===== config.mk =====
export PLATFORM = sky130hd
export DESIGN_NAME = udp_filter_csr_slave_flat
export DESIGN_NICKNAME = d
export VERILOG_FILES = /design/src/rtl/udp_filter_csr_slave_pkg.sv /design/src/rtl/udp_filter_csr_slave_if.sv /design/src/rtl/udp_filter_csr_slave_sat_counter32.sv /design/src/rtl/udp_filter_csr_slave.sv /design/src/flat_wrapper.sv
export SDC_FILE = /design/constraint.sdc
export NUM_CORES = 1
export LEC_CHECK = 0
export ABC_AREA = 1
export ABC_CLOCK_PERIOD_IN_PS = 2500
export CAP_MARGIN = 20
export CORE_MARGIN = 10
export CORE_UTILIZATION = 54
export CTS_CLUSTER_SIZE = 28
export DETAILED_ROUTE_END_ITERATION = 10
export PLACE_DENSITY = 0.85
export SLEW_MARGIN = 10
export SYNTH_ARGS = -nofsm -noshare
export SYNTH_HDL_FRONTEND = slang
export SYNTH_SLANG_ARGS = --single-unit

===== constraint.sdc =====
create_clock -name clk -period 2.5 [get_ports clk]
set_input_delay 0.25 -clock clk [delete_from_list [all_inputs] [get_ports clk]]
set_output_delay 0.25 -clock clk [all_outputs]
set_load 0.05 [all_outputs]

===== src/rtl/udp_filter_csr_slave_pkg.sv =====
// Shared definitions for the UDP filter CSR block: register offsets,
// AXI response codes, CTRL bit positions, write-FSM states and the
// byte-strobe merge helper.
package udp_filter_csr_pkg;

    localparam logic [31:0] ID_VALUE_DEFAULT = 32'h5544_5046;

    typedef logic [1:0] resp_t;
    localparam resp_t RESP_OKAY   = 2'b00;
    localparam resp_t RESP_SLVERR = 2'b10;

    // Byte offsets of the register map
    localparam logic [7:0] OFF_CTRL      = 8'h00;
    localparam logic [7:0] OFF_DST_PORT  = 8'h04;
    localparam logic [7:0] OFF_SRC_IP    = 8'h08;
    localparam logic [7:0] OFF_SRC_MASK  = 8'h0C;
    localparam logic [7:0] OFF_MATCH_CNT = 8'h10;
    localparam logic [7:0] OFF_DROP_CNT  = 8'h14;
    localparam logic [7:0] OFF_ID        = 8'h18;

    localparam int unsigned CTRL_FILTER_EN = 0;
    localparam int unsigned CTRL_CNT_CLR   = 1;

    localparam logic [31:0] CNT_MAX = '1;

    typedef enum logic [2:0] {
        SEL_CTRL,
        SEL_DST_PORT,
        SEL_SRC_IP,
        SEL_SRC_MASK,
        SEL_MATCH_CNT,
        SEL_DROP_CNT,
        SEL_ID,
        SEL_NONE
    } reg_sel_e;

    typedef enum logic [2:0] {
        WR_IDLE,
        WR_HAVE_AW,
        WR_HAVE_W,
        WR_COMMIT,
        WR_RESP
    } wr_state_e;

    // Replace the byte lanes of cur selected by strb with those of wdata
    function automatic logic [31:0] apply_wstrb(input logic [31:0] cur,
                                                input logic [31:0] wdata,
                                                input logic [3:0]  strb);
        logic [31:0] res;
        res = cur;
        for (int unsigned b = 0; b < 4; b++) begin
            if (strb[b]) begin
                res[8*b +: 8] = wdata[8*b +: 8];
            end
        end
        return res;
    endfunction

endpackage


===== src/rtl/udp_filter_csr_slave_if.sv =====
// AXI4-Lite bundle between the host/init master and the CSR slave.
// Signals keep their original s_axi_* names.
//   slave modport : address/data/valid/ready-from-master in, ready/resp/data out
//   master modport: the mirror image
interface udp_filter_csr_slave_if
    import udp_filter_csr_pkg::*;
#(
    parameter int unsigned ADDR_W = 12
) ();
    logic [ADDR_W-1:0] s_axi_awaddr;
    logic              s_axi_awvalid;
    logic              s_axi_awready;
    logic [31:0]       s_axi_wdata;
    logic [3:0]        s_axi_wstrb;
    logic              s_axi_wvalid;
    logic              s_axi_wready;
    resp_t             s_axi_bresp;
    logic              s_axi_bvalid;
    logic              s_axi_bready;
    logic [ADDR_W-1:0] s_axi_araddr;
    logic              s_axi_arvalid;
    logic              s_axi_arready;
    logic [31:0]       s_axi_rdata;
    resp_t             s_axi_rresp;
    logic              s_axi_rvalid;
    logic              s_axi_rready;

    modport slave (
        input  s_axi_awaddr, s_axi_awvalid, s_axi_wdata, s_axi_wstrb, s_axi_wvalid,
               s_axi_bready, s_axi_araddr, s_axi_arvalid, s_axi_rready,
        output s_axi_awready, s_axi_wready, s_axi_bresp, s_axi_bvalid,
               s_axi_arready, s_axi_rdata, s_axi_rresp, s_axi_rvalid
    );

    modport master (
        output s_axi_awaddr, s_axi_awvalid, s_axi_wdata, s_axi_wstrb, s_axi_wvalid,
               s_axi_bready, s_axi_araddr, s_axi_arvalid, s_axi_rready,
        input  s_axi_awready, s_axi_wready, s_axi_bresp, s_axi_bvalid,
               s_axi_arready, s_axi_rdata, s_axi_rresp, s_axi_rvalid
    );
endinterface


===== src/rtl/udp_filter_csr_slave_sat_counter32.sv =====
// 32-bit event counter that sticks at all-ones.
//   clk, rst : core clock, synchronous active-high reset
//   clr      : zero the count; wins over a simultaneous inc
//   inc      : add one this cycle
//   count    : current value
module sat_counter32
    import udp_filter_csr_pkg::*;
(
    input  logic        clk,
    input  logic        rst,
    input  logic        clr,
    input  logic        inc,
    output logic [31:0] count
);

    always_ff @(posedge clk) begin
        if (rst || clr) begin
            count <= '0;
        end else if (inc && (count != CNT_MAX)) begin
            count <= count + 32'd1;
        end
    end

endmodule


===== src/rtl/udp_filter_csr_slave.sv =====
// AXI4-Lite CSR slave for the UDP filter.
//   clk, rst      : core clock, synchronous active-high reset
//   axi           : AXI4-Lite slave port (udp_filter_csr_slave_if.slave)
//   match_pulse   : one-cycle pulse per matched packet
//   drop_pulse    : one-cycle pulse per dropped packet
//   cfg_filter_en : CTRL[0]
//   cfg_dst_port  : DST_PORT[15:0]
//   cfg_src_ip    : SRC_IP
//   cfg_src_mask  : SRC_MASK
module udp_filter_csr_slave
    import udp_filter_csr_pkg::*;
#(
    parameter int unsigned ADDR_W   = 12,
    parameter logic [31:0] ID_VALUE = ID_VALUE_DEFAULT
) (
    input  logic                 clk,
    input  logic                 rst,
    udp_filter_csr_slave_if.slave axi,
    input  logic                 match_pulse,
    input  logic                 drop_pulse,
    output logic                 cfg_filter_en,
    output logic [15:0]          cfg_dst_port,
    output logic [31:0]          cfg_src_ip,
    output logic [31:0]          cfg_src_mask
);

    // Clears on reset, so every ready stays low through reset and
    // rises only on the first cycle after it.
    logic        out_of_reset;

    wr_state_e   wr_state, wr_next;
    logic        aw_rdy, w_rdy, bvalid_c, commit;
    logic        aw_hs, w_hs, ar_hs, ar_rdy;

    logic [ADDR_W-1:0] aw_addr;
    logic [31:0]       w_data;
    logic [3:0]        w_strb;
    resp_t             bresp_q;

    logic        rvalid_q;
    logic [31:0] rdata_q;
    resp_t       rresp_q;

    reg_sel_e    wr_sel, rd_sel;
    logic [15:0] dst_merged;
    logic [31:0] ip_merged, mask_merged;
    logic [31:0] rd_data;
    resp_t       rd_resp;

    logic        cnt_clr;
    logic [31:0] match_cnt, drop_cnt;

    // addr[1:0] are masked off so sub-word addresses alias to their word
    function automatic reg_sel_e decode(input logic [ADDR_W-1:0] addr);
        logic [ADDR_W-1:0] word;
        word = addr & ~ADDR_W'(3);
        if (word == ADDR_W'(OFF_CTRL))      return SEL_CTRL;
        if (word == ADDR_W'(OFF_DST_PORT))  return SEL_DST_PORT;
        if (word == ADDR_W'(OFF_SRC_IP))    return SEL_SRC_IP;
        if (word == ADDR_W'(OFF_SRC_MASK))  return SEL_SRC_MASK;
        if (word == ADDR_W'(OFF_MATCH_CNT)) return SEL_MATCH_CNT;
        if (word == ADDR_W'(OFF_DROP_CNT))  return SEL_DROP_CNT;
        if (word == ADDR_W'(OFF_ID))        return SEL_ID;
        return SEL_NONE;
    endfunction

    // ---------------- write channel FSM ----------------
    always_ff @(posedge clk) begin
        if (rst) begin
            wr_state <= WR_IDLE;
        end else begin
            wr_state <= wr_next;
        end
    end

    // AW and W are each parked in a one-entry holder; COMMIT is the single
    // cycle where both are present and the register write takes effect.
    always_comb begin
        wr_next  = wr_state;
        aw_rdy   = 1'b0;
        w_rdy    = 1'b0;
        bvalid_c = 1'b0;
        commit   = 1'b0;
        case (wr_state)
            WR_IDLE: begin
                aw_rdy = out_of_reset;
                w_rdy  = out_of_reset;
                if (aw_rdy && axi.s_axi_awvalid && w_rdy && axi.s_axi_wvalid) begin
                    wr_next = WR_COMMIT;
                end else if (aw_rdy && axi.s_axi_awvalid) begin
                    wr_next = WR_HAVE_AW;
                end else if (w_rdy && axi.s_axi_wvalid) begin
                    wr_next = WR_HAVE_W;
                end
            end
            WR_HAVE_AW: begin
                w_rdy = 1'b1;
                if (axi.s_axi_wvalid) wr_next = WR_COMMIT;
            end
            WR_HAVE_W: begin
                aw_rdy = 1'b1;
                if (axi.s_axi_awvalid) wr_next = WR_COMMIT;
            end
            WR_COMMIT: begin
                commit  = 1'b1;
                wr_next = WR_RESP;
            end
            WR_RESP: begin
                bvalid_c = 1'b1;
                if (axi.s_axi_bready) wr_next = WR_IDLE;
            end
            default: wr_next = WR_IDLE;
        endcase
    end

    assign aw_hs  = aw_rdy && axi.s_axi_awvalid;
    assign w_hs   = w_rdy && axi.s_axi_wvalid;
    assign ar_rdy = out_of_reset && !rvalid_q;
    assign ar_hs  = ar_rdy && axi.s_axi_arvalid;

    // ---------------- write data merge / decode ----------------
    always_comb begin
        wr_sel      = decode(aw_addr);
        dst_merged  = {w_strb[1] ? w_data[15:8] : cfg_dst_port[15:8],
                       w_strb[0] ? w_data[7:0]  : cfg_dst_port[7:0]};
        ip_merged   = apply_wstrb(cfg_src_ip, w_data, w_strb);
        mask_merged = apply_wstrb(cfg_src_mask, w_data, w_strb);
    end

    // cnt_clr acts only at commit and is never stored
    assign cnt_clr = commit && (wr_sel == SEL_CTRL) && w_strb[0] && w_data[CTRL_CNT_CLR];

    // ---------------- read mux ----------------
    always_comb begin
        rd_sel  = decode(axi.s_axi_araddr);
        rd_data = '0;
        rd_resp = RESP_OKAY;
        case (rd_sel)
            SEL_CTRL:      rd_data[CTRL_FILTER_EN] = cfg_filter_en;
            SEL_DST_PORT:  rd_data[15:0] = cfg_dst_port;
            SEL_SRC_IP:    rd_data = cfg_src_ip;
            SEL_SRC_MASK:  rd_data = cfg_src_mask;
            SEL_MATCH_CNT: rd_data = match_cnt;
            SEL_DROP_CNT:  rd_data = drop_cnt;
            SEL_ID:        rd_data = ID_VALUE;
            default:       rd_resp = RESP_SLVERR;
        endcase
    end

    // ---------------- holders, registers, read response ----------------
    always_ff @(posedge clk) begin
        if (rst) begin
            out_of_reset  <= 1'b0;
            aw_addr       <= '0;
            w_data        <= '0;
            w_strb        <= '0;
            bresp_q       <= RESP_OKAY;
            cfg_filter_en <= 1'b0;
            cfg_dst_port  <= '0;
            cfg_src_ip    <= '0;
            cfg_src_mask  <= '0;
            rvalid_q      <= 1'b0;
            rdata_q       <= '0;
            rresp_q       <= RESP_OKAY;
        end else begin
            out_of_reset <= 1'b1;
            if (aw_hs) aw_addr <= axi.s_axi_awaddr;
            if (w_hs) begin
                w_data <= axi.s_axi_wdata;
                w_strb <= axi.s_axi_wstrb;
            end
            if (commit) begin
                bresp_q <= (wr_sel == SEL_NONE) ? RESP_SLVERR : RESP_OKAY;
                case (wr_sel)
                    SEL_CTRL:     if (w_strb[0]) cfg_filter_en <= w_data[CTRL_FILTER_EN];
                    SEL_DST_PORT: cfg_dst_port <= dst_merged;
                    SEL_SRC_IP:   cfg_src_ip   <= ip_merged;
                    SEL_SRC_MASK: cfg_src_mask <= mask_merged;
                    default: ;
                endcase
            end
            // Sampling happens before this edge's commit lands, so a
            // same-edge read returns the pre-write value.
            if (ar_hs) begin
                rvalid_q <= 1'b1;
                rdata_q  <= rd_data;
                rresp_q  <= rd_resp;
            end else if (rvalid_q && axi.s_axi_rready) begin
                rvalid_q <= 1'b0;
            end
        end
    end

    assign axi.s_axi_awready = aw_rdy;
    assign axi.s_axi_wready  = w_rdy;
    assign axi.s_axi_bvalid  = bvalid_c;
    assign axi.s_axi_bresp   = bresp_q;
    assign axi.s_axi_arready = ar_rdy;
    assign axi.s_axi_rvalid  = rvalid_q;
    assign axi.s_axi_rdata   = rdata_q;
    assign axi.s_axi_rresp   = rresp_q;

    sat_counter32 u_match_cnt (
        .clk   (clk),
        .rst   (rst),
        .clr   (cnt_clr),
        .inc   (match_pulse),
        .count (match_cnt)
    );

    sat_counter32 u_drop_cnt (
        .clk   (clk),
        .rst   (rst),
        .clr   (cnt_clr),
        .inc   (drop_pulse),
        .count (drop_cnt)
    );

endmodule


===== src/flat_wrapper.sv =====
// flat-port wrapper written by rule: the top's interface ports become plain ports
module udp_filter_csr_slave_flat import udp_filter_csr_pkg::*;
#(
    parameter int unsigned ADDR_W   = 12,
    parameter logic [31:0] ID_VALUE = ID_VALUE_DEFAULT
)
  (clk, rst, match_pulse, drop_pulse, cfg_filter_en, cfg_dst_port, cfg_src_ip, cfg_src_mask, axi_s_axi_awaddr, axi_s_axi_awvalid, axi_s_axi_wdata, axi_s_axi_wstrb, axi_s_axi_wvalid, axi_s_axi_bready, axi_s_axi_araddr, axi_s_axi_arvalid, axi_s_axi_rready, axi_s_axi_awready, axi_s_axi_wready, axi_s_axi_bresp, axi_s_axi_bvalid, axi_s_axi_arready, axi_s_axi_rdata, axi_s_axi_rresp, axi_s_axi_rvalid);
  udp_filter_csr_slave_if #(.ADDR_W(ADDR_W)) axi_i ();
  input  logic clk;
  input  logic rst;
  input  logic match_pulse;
  input  logic drop_pulse;
  output logic cfg_filter_en;
  output logic [15:0] cfg_dst_port;
  output logic [31:0] cfg_src_ip;
  output logic [31:0] cfg_src_mask;
  input wire logic [$bits(axi_i.s_axi_awaddr)-1:0] axi_s_axi_awaddr;
  input wire logic [$bits(axi_i.s_axi_awvalid)-1:0] axi_s_axi_awvalid;
  input wire logic [$bits(axi_i.s_axi_wdata)-1:0] axi_s_axi_wdata;
  input wire logic [$bits(axi_i.s_axi_wstrb)-1:0] axi_s_axi_wstrb;
  input wire logic [$bits(axi_i.s_axi_wvalid)-1:0] axi_s_axi_wvalid;
  input wire logic [$bits(axi_i.s_axi_bready)-1:0] axi_s_axi_bready;
  input wire logic [$bits(axi_i.s_axi_araddr)-1:0] axi_s_axi_araddr;
  input wire logic [$bits(axi_i.s_axi_arvalid)-1:0] axi_s_axi_arvalid;
  input wire logic [$bits(axi_i.s_axi_rready)-1:0] axi_s_axi_rready;
  output wire logic [$bits(axi_i.s_axi_awready)-1:0] axi_s_axi_awready;
  output wire logic [$bits(axi_i.s_axi_wready)-1:0] axi_s_axi_wready;
  output wire logic [$bits(axi_i.s_axi_bresp)-1:0] axi_s_axi_bresp;
  output wire logic [$bits(axi_i.s_axi_bvalid)-1:0] axi_s_axi_bvalid;
  output wire logic [$bits(axi_i.s_axi_arready)-1:0] axi_s_axi_arready;
  output wire logic [$bits(axi_i.s_axi_rdata)-1:0] axi_s_axi_rdata;
  output wire logic [$bits(axi_i.s_axi_rresp)-1:0] axi_s_axi_rresp;
  output wire logic [$bits(axi_i.s_axi_rvalid)-1:0] axi_s_axi_rvalid;
  assign axi_i.s_axi_awaddr = axi_s_axi_awaddr;
  assign axi_i.s_axi_awvalid = axi_s_axi_awvalid;
  assign axi_i.s_axi_wdata = axi_s_axi_wdata;
  assign axi_i.s_axi_wstrb = axi_s_axi_wstrb;
  assign axi_i.s_axi_wvalid = axi_s_axi_wvalid;
  assign axi_i.s_axi_bready = axi_s_axi_bready;
  assign axi_i.s_axi_araddr = axi_s_axi_araddr;
  assign axi_i.s_axi_arvalid = axi_s_axi_arvalid;
  assign axi_i.s_axi_rready = axi_s_axi_rready;
  assign axi_s_axi_awready = axi_i.s_axi_awready;
  assign axi_s_axi_wready = axi_i.s_axi_wready;
  assign axi_s_axi_bresp = axi_i.s_axi_bresp;
  assign axi_s_axi_bvalid = axi_i.s_axi_bvalid;
  assign axi_s_axi_arready = axi_i.s_axi_arready;
  assign axi_s_axi_rdata = axi_i.s_axi_rdata;
  assign axi_s_axi_rresp = axi_i.s_axi_rresp;
  assign axi_s_axi_rvalid = axi_i.s_axi_rvalid;
  udp_filter_csr_slave #(.ADDR_W(ADDR_W), .ID_VALUE(ID_VALUE)) u_core (.clk(clk), .rst(rst), .axi(axi_i), .match_pulse(match_pulse), .drop_pulse(drop_pulse), .cfg_filter_en(cfg_filter_en), .cfg_dst_port(cfg_dst_port), .cfg_src_ip(cfg_src_ip), .cfg_src_mask(cfg_src_mask));
endmodule

# Word level (Yosys, flattened, before mapping)
# Cells that the tools add are included.
# op_classes
addsub	2
mul	0
n_div	0
magnitude_cmp	0
n_eq_ne	32
n_shift	0
mux	109
bitwise	0
n_reduce_logical	35
# op_table
operator	count
3-bit 2-to-1 mux	40
15-bit one-hot mux with 6 select lines	1
16-bit one-hot mux with 5 select lines	1
32-bit by 1-bit adder with 32-bit output, second input constant	2
32-bit != test, second input constant	2
1-bit 2-to-1 mux	61
10-bit by 3-bit equality test with 1-bit output, second input constant	6
10-bit by 2-bit equality test with 1-bit output, second input constant	4
3-bit AND reduction	11
12-bit logical NOT	2
10-bit by 1-bit equality test with 1-bit output, second input constant	2
3-bit by 2-bit equality test with 1-bit output, second input constant	6
3-bit equality test, second input constant	5
3-bit one-hot mux with 5 select lines	1
1-bit logical AND	14
3-bit by 1-bit equality test with 1-bit output, second input constant	3
3-bit logical NOT	3
7-bit OR reduction	1
2-bit != test, second input constant	3
1-bit one-hot mux with 6 select lines	1
2-bit 2-to-1 mux	2
4-bit by 1-bit != test with 1-bit output, second input constant	1
1-bit one-hot mux with 2 select lines	2
4-bit AND reduction	1
other kinds (3)	3
# totals
reg_bits	234
latchBits	0
ram_bits	0
romBits	0
in_bits	69
out_inout_bits	122
word_cells	200
mem_count	0

# Longest topological paths before layout
# depth
ltp_word	35
mapped_depth	11
mapped_depth_nobuf	10

# By module
# Synthesis repeated with hierarchy kept, for this count alone.
# unflattened
cells_unflattened	1768
area_unflattened_um2	11669.9
# modules_own_cells
module	instances	cells_per_inst	area_each_um2	seq_area_each_um2
udp_filter_csr_slave	1	1112	7613.6	3323.2
sat_counter32	2	328	2028.2	640.6

# Worst setup path before layout
# OpenSTA, ideal clock, no wires.
# synth_timing
path_type	register to register
start	register u_core.rvalid_q, in the netlist u_core.axi.s_axi_rvalid
end	register u_core.rdata_q[18], in the netlist u_core.axi.s_axi_rdata[18]
setup_time_ps	118
t_arrival_ps	2199
t_required_ps	2382
setup_slack_ps	183
stages_incl_launch_ff	8
path_buffers	1
synth_period_minus_slack_ps	2317
path_cell_list	dfxtp_1 > nor2_1 > nand2_1 > inv_1 > buf_2 > o21ai_0 > nor3_1 > nor2_1
# synth_between
elab_chain_cells	3
# synth_lines
item	line	rtl
start: declaration	udp_filter_csr_slave.sv:40	logic rvalid_q;
start signal: assignment	udp_filter_csr_slave.sv:162	rvalid_q <= 1'b0;
start signal: assignment	udp_filter_csr_slave.sv:185	rvalid_q <= 1'b1;
start signal: assignment	udp_filter_csr_slave.sv:189	rvalid_q <= 1'b0;
1-bit logical NOT	udp_filter_csr_slave.sv:118	assign ar_rdy = out_of_reset && !rvalid_q;
1-bit logical AND	udp_filter_csr_slave.sv:118	
net axi_s_axi_arready	flat_wrapper.sv:30	output wire logic [$bits(axi_i.s_axi_arready)-1:0] axi_s_axi_arready;
1-bit logical AND	udp_filter_csr_slave.sv:119	assign ar_hs = ar_rdy && axi.s_axi_arvalid;
end signal: assignment	udp_filter_csr_slave.sv:186	rdata_q <= rd_data;
end: declaration	udp_filter_csr_slave.sv:41	logic [31:0] rdata_q;
# The timed path passes the listed nets, and every way through them passes these cells.
# A chain may end at the register's enable or synchronous reset.

# Worst setup path after layout
# layout_timing
start	register u_core.wr_state[0]
end	output axi_s_axi_bvalid
# layout_between
elab_chain_cells	2
# layout_lines
item	line	rtl
start: declaration	udp_filter_csr_slave.sv:31	wr_state_e wr_state, wr_next;
start signal: assignment	udp_filter_csr_slave.sv:72	wr_state <= wr_next;
3-bit equality test	udp_filter_csr_slave.sv:84	case (wr_state)
1-bit 2-to-1 mux	udp_filter_csr_slave.sv:84	
end: declaration	flat_wrapper.sv:29	output wire logic [$bits(axi_i.s_axi_bvalid)-1:0] axi_s_axi_bvalid;
# Every way passes these cells.

==> results_dict.tcl <==
set metrics [dict create \
    dieArea_mm2 0.0283 \
    grt_pass1_wl_um 62500 \
    clkTransAtPathRegs_ns 0.07 \
    drtAntennaViolNets 0 \
    overflow 0 \
    rsz0062_at_grt "no" \
    cts_tree "yes" \
    yosysTopAreaCell "dfxtp_1" \
    clk_latency_ns 0.56 \
    die_x_um 168 \
    place_congestion 0.977 \
    max_freq_mhz 410 \
    r2r-end "u_core.u_match_cnt.count[3]$_SDFFE_PP0P_" \
    cts_root_buf "clkbuf_16" \
    row_count 54 \
    max-vdd-ir-drop_mv 0.711 \
    power_density_mw_per_mm2 644 \
    min-delay-start "rst" \
    synth.most_common_cell "nand2_1" \
    start_util_pct 54.6 \
    post_drt_wl_per_cell_um 17.6 \
    syn_area_per_cell_um2 6.56 \
    fin_crit_sh_pct 97.5 \
    die_h_um 168 \
    antenna_found_initial 1 \
    cp-end-kind "output port" \
    required_ns 2.25 \
    run_status "finished, final reports clean" \
    clock_path_buffers 3 \
    yosysTopAreaCellShare_pct 38.9 \
    netlist_top_cells_area "dfxtp_1 39%, nand2_1 15%, nor2_1 8.0%, inv_1 6.2%, a21oi_1 6.0%" \
    nets 2042 \
    grt_max_degree 53 \
    synth-edff-count 0 \
    synth.cells.most_frequent "485 x nand2_1, 254 x nor2_1, 230 x dfxtp_1" \
    drc 0 \
    whs_path_depth 4 \
    place_area_mm2 0.0139 \
    path_class "flop to output port" \
    period_minus_slack_ns 2.44 \
    yosysUniqueCellTypes 38 \
    setup_ws_ns 0.0631 \
    layout-drive-gt1-share_pct 7.64 \
    finalMaxSlewViolations 0 \
    core_area_mm2 0.0217 \
    firstDrtPassIters 6 \
    setup_violations 0 \
    synth_seq_area_share_pct 38.9 \
    ys_warn_count 0 \
    drt-initial-drc-count 1273 \
    cts_htree_levels 1 \
    p_leak_nw 5.68 \
    worstMarginPinSlew_ns 0.613 \
    final_area_mm2 0.0148 \
    whs_ns 0.262 \
    clock_sinks 230 \
    dp_hpwl_um 29800 \
    setup-tns-final_ns 0 \
    ys_async_sr_fraction_pct 0 \
    track_usage_pct 26.9 \
    final_core_util_pct 68.2 \
    finClkSkew_ns 0.0322 \
    netlist_area_mm2 0.0118 \
    io_pins 191 \
    io_buffers 184 \
    cp_max_fo 6 \
    dr_total_vias 12400 \
    worstSetupStartpointType "flop" \
    arrival_ns 2.19 \
    grt_pass1_vias 11600 \
    vias_per_cell 5.48 \
    cap_violations 0 \
    antenna_cells 0 \
    r2r_start "u_core.u_match_cnt.count[0]$_SDFFE_PP0P_" \
    wl_um 39900 \
    ys_dominant_reg_cell "dfxtp_1" \
    area_delta_synth_final_pct 24.8 \
    numCtsBuffers 24 \
    instances_no_fill 2269 \
    min_path_type "input port to flop" \
    synth_seq_cells 230 \
    pre_cts_ws_ns 0.258 \
    power.total_mw 9.52 \
    final_hold_viol_count 0 \
    relSlewSlack_pct 59.1 \
    reg2regPathDepth 10 \
    n_fill_cell 1837 \
    placed_cells 2225 \
    synthCells 1806 \
    min_to "u_core.cfg_src_ip[12]$_SDFFE_PP0P_" \
    ff2ff_setup_slack_ns 0.41 \
    postCtsSetupBuffers 0 \
]
## placed cells by master (no fill, tap or decap), drive strengths merged, types with 31 or more instances in the layout
master / instances
buf: 34
clkbuf: 31
nand2: 508
inv: 201
nor2: 268
clkdlybuf4s50: 181
dfxtp: 230
a21oi: 168
o21ai: 135
nand3: 117
## registers in the layout, indices dropped and copies added (netlist names)
name and count:
u_core.aw_addr 10, u_core.axi.s_axi_bresp 1, u_core.axi.s_axi_rdata 32, u_core.axi.s_axi_rresp 1, u_core.axi.s_axi_rvalid 1, u_core.cfg_dst_port 16, u_core.cfg_filter_en 1, u_core.cfg_src_ip 32
u_core.cfg_src_mask 32, u_core.out_of_reset 1, u_core.u_drop_cnt.count 32, u_core.u_match_cnt.count 32, u_core.w_data 32, u_core.w_strb 4, u_core.wr_state 3
## layout make-up
cell class / count / area (um^2) / share of cell area (%)
sequential: 230 / 4600 / 31.1
inverter: 202 / 758 / 5.13
clock inverter: 14 / 229 / 1.55
tap: 280 / 350 / 2.37
clock buffer: 30 / 663 / 4.49
multi-input combinational: 1296 / 6040 / 40.8
timing repair buffer: 217 / 2140 / 14.5
## worst max-delay path, cell delays in order, from the launching register on
cell,delay [ns]
dfxtp_1,0.36
nor3_1,0.38
clkdlybuf4s50_1,0.89
## power by group
part,internal (mW),switching (mW),total (mW)
Clock,2.42,1.60,4.01
Combinational,0.454,0.963,1.42
Sequential,3.91,0.178,4.09
Total,6.78,2.74,9.52
## cells by family after synthesis
logic type | Yosys count | synth area share (%)
buf+inv | 281 | 10.2
xor+xnor | 30 | 2.22
compound gates | 332 | 15.4
simple gates | 930 | 33.0
other cells | 1 | 0.0317
fa+ha+maj | 2 | 0.211
flops | 230 | 38.9
## worst max-delay path by stage
stage	end	depth (start not counted)	start
floorplan	u_core.axi.s_axi_rdata[18]$_SDFFE_PP0P_	7	u_core.axi.s_axi_rvalid$_SDFFE_PP0P_
global placement	u_core.axi.s_axi_rdata[28]$_SDFFE_PP0P_	11	axi_s_axi_araddr[4]
detailed placement	u_core.axi.s_axi_rdata[5]$_SDFFE_PP0P_	11	axi_s_axi_araddr[4]
CTS	axi_s_axi_bvalid	2	u_core.wr_state[0]$_SDFFE_PP0P_
global route	axi_s_axi_bvalid	3	u_core.wr_state[2]$_SDFFE_PP0P_
finish	axi_s_axi_bvalid	2	u_core.wr_state[0]$_SDFFE_PP0P_
## repair_timing
action / CTS / global route
pin swaps: 0 / 0
cloned: 0 / 0
hold buffers: 0 / 0
resized for setup: 2 / 3
setup endpoints to repair: 2 / 2
## metal layers
layer | vias up | GRT usage (%) | wire (um)
met4 | 2 | 12.6 | 2010
li1 | 6063 | - | -
met1 | 5652 | 34.8 | 16400
met5 | - | 0 | 11
met3 | 128 | 6.08 | 3870
met2 | 588 | 41.6 | 17600
(Power assumes the default switching activity.)
